--- src/rtl/pe_seq_controller_pkg.sv ---
// Shared constants for the PE sequence controller.
// State encodings stay plain localparams so legacy tools can consume them.
package pe_seq_controller_pkg;

  localparam logic [0:0] StIdle = 1'b0;
  localparam logic [0:0] StBusy = 1'b1;

endpackage

--- src/rtl/pe_seq_controller_if.sv ---
// Handshake and datapath-control bundle between the layer sequencer and the PE controller.
interface pe_seq_controller_if #(
  parameter int unsigned CNT_WIDTH = 8
);

  logic                 i_valid;
  logic [CNT_WIDTH-1:0] cfg_len;
  logic                 i_abort;
  logic                 o_ready;
  logic                 pe_ready;
  logic                 pe_ack;
  logic                 cnt_en;
  logic [CNT_WIDTH-1:0] cnt;
  logic                 cnt_first;
  logic                 cnt_last;
  logic                 pipe_en;
  logic                 o_valid;
  logic                 pe_busy;

  modport master (
    output i_valid, cfg_len, i_abort, o_ready,
    input  pe_ready, pe_ack, cnt_en, cnt, cnt_first, cnt_last, pipe_en, o_valid, pe_busy
  );

  modport slave (
    input  i_valid, cfg_len, i_abort, o_ready,
    output pe_ready, pe_ack, cnt_en, cnt, cnt_first, cnt_last, pipe_en, o_valid, pe_busy
  );

endinterface

--- src/rtl/pe_valid_pipe.sv ---
// Valid-token shift register that mirrors a fixed-depth PE datapath.
// Shifts only when enabled; synchronous clear drops every token in flight.
module pe_valid_pipe #(
  parameter int unsigned DEPTH = 3
) (
  input  logic clk,
  input  logic rst,
  input  logic en,
  input  logic clr,
  input  logic inject,
  output logic valid_out,
  output logic any_valid
);

  logic [DEPTH-1:0] pipe_q, pipe_d;

  always_comb begin
    pipe_d = pipe_q;
    if (clr) begin
      pipe_d = '0;
    end else if (en) begin
      pipe_d = (pipe_q << 1) | DEPTH'(inject);
    end
  end

  always_ff @(posedge clk or posedge rst) begin
    if (rst) begin
      pipe_q <= '0;
    end else begin
      pipe_q <= pipe_d;
    end
  end

  assign valid_out = pipe_q[DEPTH-1];
  assign any_valid = |pipe_q;

endmodule

--- src/rtl/pe_seq_controller.sv ---
// PE sequence controller: accepts length-tagged operations, drives the iteration
// counter and first/last strobes, and tracks results through the datapath to o_valid.
module pe_seq_controller
  import pe_seq_controller_pkg::*;
#(
  parameter int unsigned CNT_WIDTH    = 8,
  parameter int unsigned PIPE_LATENCY = 3
) (
  input logic                clk,
  input logic                rst,
  pe_seq_controller_if.slave bus
);

  logic [0:0]           state_q, state_d;
  logic [CNT_WIDTH-1:0] cnt_q, cnt_d;
  logic [CNT_WIDTH-1:0] len_q, len_d;
  logic                 busy, stall, last, ready, ack, inject, res_valid, any_valid;

  assign busy  = (state_q == StBusy);
  assign stall = res_valid & ~bus.o_ready;
  assign last  = busy & (cnt_q == len_q);
  assign ready = ~stall & ~bus.i_abort & (~busy | last);
  assign ack   = bus.i_valid & ready;
  // A token enters the datapath model on the final unstalled compute cycle.
  assign inject = last & ~stall;

  always_comb begin
    state_d = state_q;
    cnt_d   = cnt_q;
    len_d   = len_q;
    if (bus.i_abort) begin
      state_d = StIdle;
      cnt_d   = '0;
    end else if (ack) begin
      state_d = StBusy;
      cnt_d   = '0;
      len_d   = bus.cfg_len;
    end else if (busy && !stall) begin
      if (last) begin
        state_d = StIdle;
        cnt_d   = '0;
      end else begin
        cnt_d = cnt_q + 1'b1;
      end
    end
  end

  always_ff @(posedge clk or posedge rst) begin
    if (rst) begin
      state_q <= StIdle;
      cnt_q   <= '0;
      len_q   <= '0;
    end else begin
      state_q <= state_d;
      cnt_q   <= cnt_d;
      len_q   <= len_d;
    end
  end

  pe_valid_pipe #(
    .DEPTH (PIPE_LATENCY)
  ) u_valid_pipe (
    .clk       (clk),
    .rst       (rst),
    .en        (~stall),
    .clr       (bus.i_abort),
    .inject    (inject),
    .valid_out (res_valid),
    .any_valid (any_valid)
  );

  assign bus.pe_ready  = ready;
  assign bus.pe_ack    = ack;
  assign bus.cnt_en    = busy & ~stall;
  assign bus.cnt       = cnt_q;
  assign bus.cnt_first = busy & (cnt_q == '0);
  assign bus.cnt_last  = last;
  assign bus.pipe_en   = ~stall;
  assign bus.o_valid   = res_valid;
  assign bus.pe_busy   = busy | any_valid;

endmodule

--- src/flat_wrapper.sv ---
// flat-port wrapper written by rule: the top's interface ports become plain ports
module pe_seq_controller_flat import pe_seq_controller_pkg::*;
#(
  parameter int unsigned CNT_WIDTH    = 8,
  parameter int unsigned PIPE_LATENCY = 3
)
  (clk, rst, bus_i_valid, bus_cfg_len, bus_i_abort, bus_o_ready, bus_pe_ready, bus_pe_ack, bus_cnt_en, bus_cnt, bus_cnt_first, bus_cnt_last, bus_pipe_en, bus_o_valid, bus_pe_busy);
  pe_seq_controller_if #(.CNT_WIDTH(CNT_WIDTH)) bus_i ();
  input logic clk;
  input logic rst;
  input wire logic [$bits(bus_i.i_valid)-1:0] bus_i_valid;
  input wire logic [$bits(bus_i.cfg_len)-1:0] bus_cfg_len;
  input wire logic [$bits(bus_i.i_abort)-1:0] bus_i_abort;
  input wire logic [$bits(bus_i.o_ready)-1:0] bus_o_ready;
  output wire logic [$bits(bus_i.pe_ready)-1:0] bus_pe_ready;
  output wire logic [$bits(bus_i.pe_ack)-1:0] bus_pe_ack;
  output wire logic [$bits(bus_i.cnt_en)-1:0] bus_cnt_en;
  output wire logic [$bits(bus_i.cnt)-1:0] bus_cnt;
  output wire logic [$bits(bus_i.cnt_first)-1:0] bus_cnt_first;
  output wire logic [$bits(bus_i.cnt_last)-1:0] bus_cnt_last;
  output wire logic [$bits(bus_i.pipe_en)-1:0] bus_pipe_en;
  output wire logic [$bits(bus_i.o_valid)-1:0] bus_o_valid;
  output wire logic [$bits(bus_i.pe_busy)-1:0] bus_pe_busy;
  assign bus_i.i_valid = bus_i_valid;
  assign bus_i.cfg_len = bus_cfg_len;
  assign bus_i.i_abort = bus_i_abort;
  assign bus_i.o_ready = bus_o_ready;
  assign bus_pe_ready = bus_i.pe_ready;
  assign bus_pe_ack = bus_i.pe_ack;
  assign bus_cnt_en = bus_i.cnt_en;
  assign bus_cnt = bus_i.cnt;
  assign bus_cnt_first = bus_i.cnt_first;
  assign bus_cnt_last = bus_i.cnt_last;
  assign bus_pipe_en = bus_i.pipe_en;
  assign bus_o_valid = bus_i.o_valid;
  assign bus_pe_busy = bus_i.pe_busy;
  pe_seq_controller #(.CNT_WIDTH(CNT_WIDTH), .PIPE_LATENCY(PIPE_LATENCY)) u_core (.clk(clk), .rst(rst), .bus(bus_i));
endmodule
--- config.mk ---
export PLATFORM = sky130hd
export DESIGN_NAME = pe_seq_controller_flat
export DESIGN_NICKNAME = d
export VERILOG_FILES = /design/src/rtl/pe_seq_controller_pkg.sv /design/src/rtl/pe_seq_controller_if.sv /design/src/rtl/pe_valid_pipe.sv /design/src/rtl/pe_seq_controller.sv /design/src/flat_wrapper.sv
export SDC_FILE = /design/constraint.sdc
export NUM_CORES = 1
export LEC_CHECK = 0
export BUFFER_PORTS_ARGS = -buffer_cell sky130_fd_sc_hd__buf_2
export CAP_MARGIN = 20
export CORE_MARGIN = 4
export CORE_UTILIZATION = 48
export CTS_BUF_LIST = sky130_fd_sc_hd__clkbuf_4
export CTS_CLUSTER_DIAMETER = 40
export DETAILED_ROUTE_END_ITERATION = 10
export PLACE_DENSITY_LB_ADDON = 0.15
export SYNTH_ARGS = -nofsm -noshare
export SYNTH_HDL_FRONTEND = slang
export SYNTH_SLANG_ARGS = --single-unit
--- constraint.sdc ---
create_clock -name clk -period 1.8 [get_ports clk]
set_input_delay 0.18 -clock clk [delete_from_list [all_inputs] [get_ports clk]]
set_output_delay 0.18 -clock clk [all_outputs]
set_load 0.02 [all_outputs]
==> Yosys cells after proc, flatten, opt, wreduce, memory -nomap -nowiden <==
Index checks and enable logic that the tools add are counted.
{ "word_totals": {"register_bits": 20, "wordCells": 40, "in_bits": 13, "out_inout_bits": 16} }
{ "classes": {"bitwise_logic": 15, "n_mux": 10, "add_sub_neg": 1, "n_reduce_logical": 8, "n_eq_ne": 2} }
{ "ops": {"columns": ["operator", "count"], "rows": [
  ["$mux 8", 4],
  ["$add 8x1->8 const B", 1],
  ["$and 1x1->1", 8],
  ["$eq 8x8->1", 1],
  ["$logic_not 8->1", 1],
  ["$mux 3", 2],
  ["$reduce_bool 3->1", 2],
  ["$mux 1", 4],
  ["$not 1->1", 4],
  ["$reduce_and 2->1", 2],
  ["$or 3x1->3", 1],
  ["$reduce_or 3->1", 1],
  ["$ne 2x2->1 const B", 1],
  ["$or 1x1->1", 2],
  ["$logic_and 1x1->1", 1],
  ["$logic_not 1->1", 1]
]} }

==> Logic depth before layout (Yosys ltp) <==
{ "depth": {"ltp_word": 8, "ltp_mapped": 6, "ltp_nobuf": 6} }

==> By module <==
From an unflattened synthesis, not the netlist that was laid out.
{ "hier_totals": {"cells_unflattened": 178, "area_unflattened_um2": 1535.2} }
{ "modules_own_cells": {"columns": ["module", "area_each_um2", "n_inst", "seq_area_each_um2", "cells_per_inst"], "rows": [
  ["pe_seq_controller", 1408.9, 1, 425.4, 167],
  ["pe_valid_pipe", 126.4, 1, 75.1, 11]
]} }

==> Worst setup path before layout <==
Ideal clock, no wire load.
{ "synth_path": {"path_type": "register to register", "start": "register u_core.cnt_q[5], in the netlist u_core.bus.cnt[5]", "end": "register u_core.len_q[0]", "slack_ps": -474, "path_buffers": 0, "arrival_ps": 2150, "required_time_ps": 1675, "period_less_slack_ps": 2274, "path_stages_with_launch": 6, "path_cell_list": "dfrtp_1 -> xor2_1 -> nor4_1 -> nand2_1 -> a211oi_4 -> mux2_2"} }
{ "synth_via": {"elab_chain_cells": 6} }
{ "synth_lines": {"columns": ["item", "line_no", "text"], "rows": [
  ["start: declaration", "pe_seq_controller.sv:15", "logic [CNT_WIDTH-1:0] cnt_q, cnt_d;"],
  ["start signal: assignment", "pe_seq_controller.sv:55", "cnt_q <= cnt_d;"],
  ["$eq 8x8->1", "pe_seq_controller.sv:21", "assign last = busy & (cnt_q == len_q);"],
  ["$and 1x1->1", "pe_seq_controller.sv:21", null],
  ["$or 1x1->1", "pe_seq_controller.sv:22", "assign ready = ~stall & ~bus.i_abort & (~busy | last);"],
  ["$and 1x1->1", "pe_seq_controller.sv:22", null],
  ["$and 1x1->1", "pe_seq_controller.sv:23", "assign ack = bus.i_valid & ready;"],
  ["named net bus_pe_ack", "flat_wrapper.sv:16", "output wire logic [$bits(bus_i.pe_ack)-1:0] bus_pe_ack;"],
  ["$reduce_and 2->1 (no source line)", null, null],
  ["end signal: assignment", "pe_seq_controller.sv:56", "len_q <= len_d;"],
  ["end: declaration", "pe_seq_controller.sv:16", "logic [CNT_WIDTH-1:0] len_q, len_d;"]
]} }
The timed path passes the listed nets, and every way through them passes these cells.
A chain may end at the register's enable or synchronous reset.

==> Worst setup path after layout <==
{ "layout_path": {"start": "register u_core.cnt_q[3], in the netlist u_core.bus.cnt[3]", "end": "output bus_pe_ack"} }
{ "layout_via": {"elab_chain_cells": 5} }
{ "layout_lines": {"columns": ["item", "line_no"], "rows": [
  ["$eq 8x8->1", "pe_seq_controller.sv:21"],
  ["$and 1x1->1", "pe_seq_controller.sv:21"],
  ["$or 1x1->1", "pe_seq_controller.sv:22"],
  ["$and 1x1->1", "pe_seq_controller.sv:22"],
  ["$and 1x1->1", "pe_seq_controller.sv:23"],
  ["end: declaration", "flat_wrapper.sv:16"]
]} }
Every way passes these cells.

==> impl_metrics.env <==
export IMPL_via_count=1141
export IMPL_antenna_cells=0
export IMPL_p_per_area_nw_per_um2=597
export IMPL_dieArea_um2=3090
export IMPL_fin_nets=184
export IMPL_worstSetupEndpointType="output port"
export IMPL_antenna_found_initial=0
export IMPL_gp_congestion=0.939
export IMPL_insertion_delay_ns=0.29
export IMPL_synth_edff_count=0
export IMPL_clockBufferDepth=2
export IMPL_ys_seq_area_frac=0.460
export IMPL_status="complete, but fails checks"
export IMPL_grt_max_degree=21
export IMPL_ant_nets=0
export IMPL_grt_pass1_wl_um=5050
export IMPL_ys_top_cells_by_count="20 x dfrtp_1, 11 x nand2_1, 9 x inv_1, 8 x mux2_2, 8 x xor2_1"
export IMPL_multi_input_area_um2=726
export IMPL_rsz0062_at_grt="true"
export IMPL_drt_wl_total_um=3690
export IMPL_avgRoutedWirePerCell_um=18.9
export IMPL_die_y_um=55.6
export IMPL_violations="negative setup slack"
export IMPL_period_needed_ns=2.10
export IMPL_avgSynthCellArea_um2=9.98
export IMPL_yosys_most_used_dff="dfrtp_1"
export IMPL_tightest_slew_ns=0.796
export IMPL_clock_skew_final_ns=0.00296
export IMPL_max_stage_delay_ns=0.44
export IMPL_rows=16
export IMPL_setup_viol=18
export IMPL_crit_buf_inv=2
export IMPL_h_tree_depth=1
export IMPL_cts_tree="yes"
export IMPL_synth_top_area_share=0.460
export IMPL_grt_ovfl_total=0
export IMPL_start_util=0.527
export IMPL_yosysUniqueCellTypes=32
export IMPL_first_iter_violations=45
export IMPL_ioPinCount=29
export IMPL_viasPerCell=5.85
export IMPL_cts_clk_slew_worst_paths_ns=0.12
export IMPL_power_leakage_uw=0.000815
export IMPL_critPathMostFrequentCell="buf_6"
export IMPL_syn2layout_area_growth_pct=60.8
export IMPL_max_freq_ghz=0.475
export IMPL_async_flop_share=1.00
export IMPL_yosysMostFrequentCell="dfrtp_1"
export IMPL_cts_sinks=20
export IMPL_hp_class="input port to async pin"
export IMPL_crit_chain="xor2_1, nor4_2, nand2_2, a211oi_4, buf_6, buf_6"
export IMPL_core_area_um2=2060
export IMPL_synthCells=109
export IMPL_power_uw=1040
export IMPL_crit_family="simple AND/OR/NAND/NOR gates"
export IMPL_cp_max_fo=2
export IMPL_drive_gt1_frac=0.619
export IMPL_cap_viol_max_count=0
export IMPL_drc=0
export IMPL_relSlewSlack=0.468
export IMPL_slew_viol_final=0
export IMPL_critPathKind="register to output port"
export IMPL_critPathRequiredTime_ns=1.62
export IMPL_first_global_vias=1071
export IMPL_critical_path_slowest_cell="dfrtp_2"
export IMPL_syn_area_um2=1090
export IMPL_dp_slack_ns=-0.166
export IMPL_seq_area_um2=508
export IMPL_dp_hpwl_um=2040
export IMPL_setup_ws_ns=-0.304
export IMPL_cts_buffers=3
export IMPL_hold_viol_final=0
export IMPL_synth_area_leaders="dfrtp_1 46%, mux2_2 8.3%, xor2_1 6.4%"
export IMPL_fin_crit_sh=1.17
export IMPL_peakVddDrop_v=0.000858
export IMPL_grt_usage=0.204
export IMPL_die_w_um=55.6
export IMPL_fillerInstances=123
export IMPL_startpoint_type="register"
export IMPL_synth_seq_cells=20
export IMPL_cp_data_arrival_time_ns=1.92
export IMPL_synth_top_cell_by_area="dfrtp_1"
export IMPL_drtPass1Iterations=4
export IMPL_root_buffer="clkbuf_4"
export IMPL_yosys_warnings=0
export IMPL_syn_num_nets=124
export IMPL_portBuffers=28
## cell usage in the layout (no fill, tap or decap), drive strengths merged, types with 5 or more instances in the layout
cell type	count
buf	57
dfrtp	20
inv	9
mux2	8
nand2	11
nor2	5
o21ai	5
or4	5
xor2	8
## cell families after synthesis
group | synth area share
compound gates | 0.140
fa+ha+maj | 0.0230
buf+inv | 0.0380
simple gates | 0.191
flops | 0.460
xor+xnor | 0.0644
mux | 0.0829
## repair_timing
action	CTS	global route
hold buffers	0	0
setup endpoints to repair	13	21
pin swaps	7	17
resized for setup	21	32
buffers inserted	8	5
## worst paths after layout
path / from / endpoint / slack, ns / cells after the start
min: rst / u_core.len_q[4]$_DFFE_PP0P_ / 0.01 / 2
max reg2reg: u_core.bus.cnt[3]$_DFFE_PP0P_ / u_core.len_q[3]$_DFFE_PP0P_ / -0.27 / 7
max in group asynchronous: rst / u_core.bus.cnt[4]$_DFFE_PP0P_ / 1.24 / 2
max: u_core.bus.cnt[3]$_DFFE_PP0P_ / bus_pe_ack / -0.30 / 6
min reg2reg: u_core.u_valid_pipe.pipe_q[1]$_DFFE_PP0P_ / u_core.u_valid_pipe.pipe_q[2]$_DFFE_PP0P_ / 0.54 / 2
min in group clk: bus_cfg_len[1] / u_core.len_q[1]$_DFFE_PP0P_ / 0.11 / 2
## cell type report
| type | instances | area share |
|---|---|---|
| multi-input combinational | 78 | 0.415 |
| sequential | 20 | 0.291 |
| timing repair buffer | 57 | 0.238 |
| inverter | 9 | 0.0193 |
| tap | 27 | 0.0193 |
| clock buffer | 4 | 0.0172 |
## layer usage
| layer | track usage | vias to the layer above | routed length [µm] | share of wire |
|---|---|---|---|---|
| met5 | 0 | - | 0 | 0 |
| met4 | 0.0625 | 0 | 127 | 0.034 |
| met3 | 0.0394 | 16 | 271 | 0.073 |
| met2 | 0.346 | 54 | 1850 | 0.50 |
| met1 | 0.261 | 562 | 1440 | 0.39 |
| li1 | - | 509 | - | - |
## report_power, final
group / internal [µW] / switching [µW] / leakage, µW
sequential: 491 / 41.2 / 0.000250
combinational: 138 / 132 / 0.000547
clock: 101 / 140 / 0.0000184
total: 730 / 313 / 0.000815
## flip-flops by register name (all words and copies together), names as in the netlist
name and flops:
u_core.bus.cnt 8, u_core.u_valid_pipe.pipe_q 3, u_core.len_q 8, u_core.busy 1
## stage by stage
stage | cells | util | setup TNS (ns) | instance area (µm²) | hold slack [ns]
finish | 195 | 0.848 | -3.42 | 1750 | 0.0149
global route | 195 | 0.848 | -5.05 | 1750 | 0.0553
CTS | 192 | 0.766 | -3.05 | 1580 | 0.00599
detailed placement | 181 | 0.686 | -1.25 | 1420 | 0.345
global placement | 181 | 0.686 | -0.857 | 1420 | 0.336
floorplan | 109 | - | -2.92 | 1110 | 0.143
No activity file was read; power rests on OpenSTA's default activity.
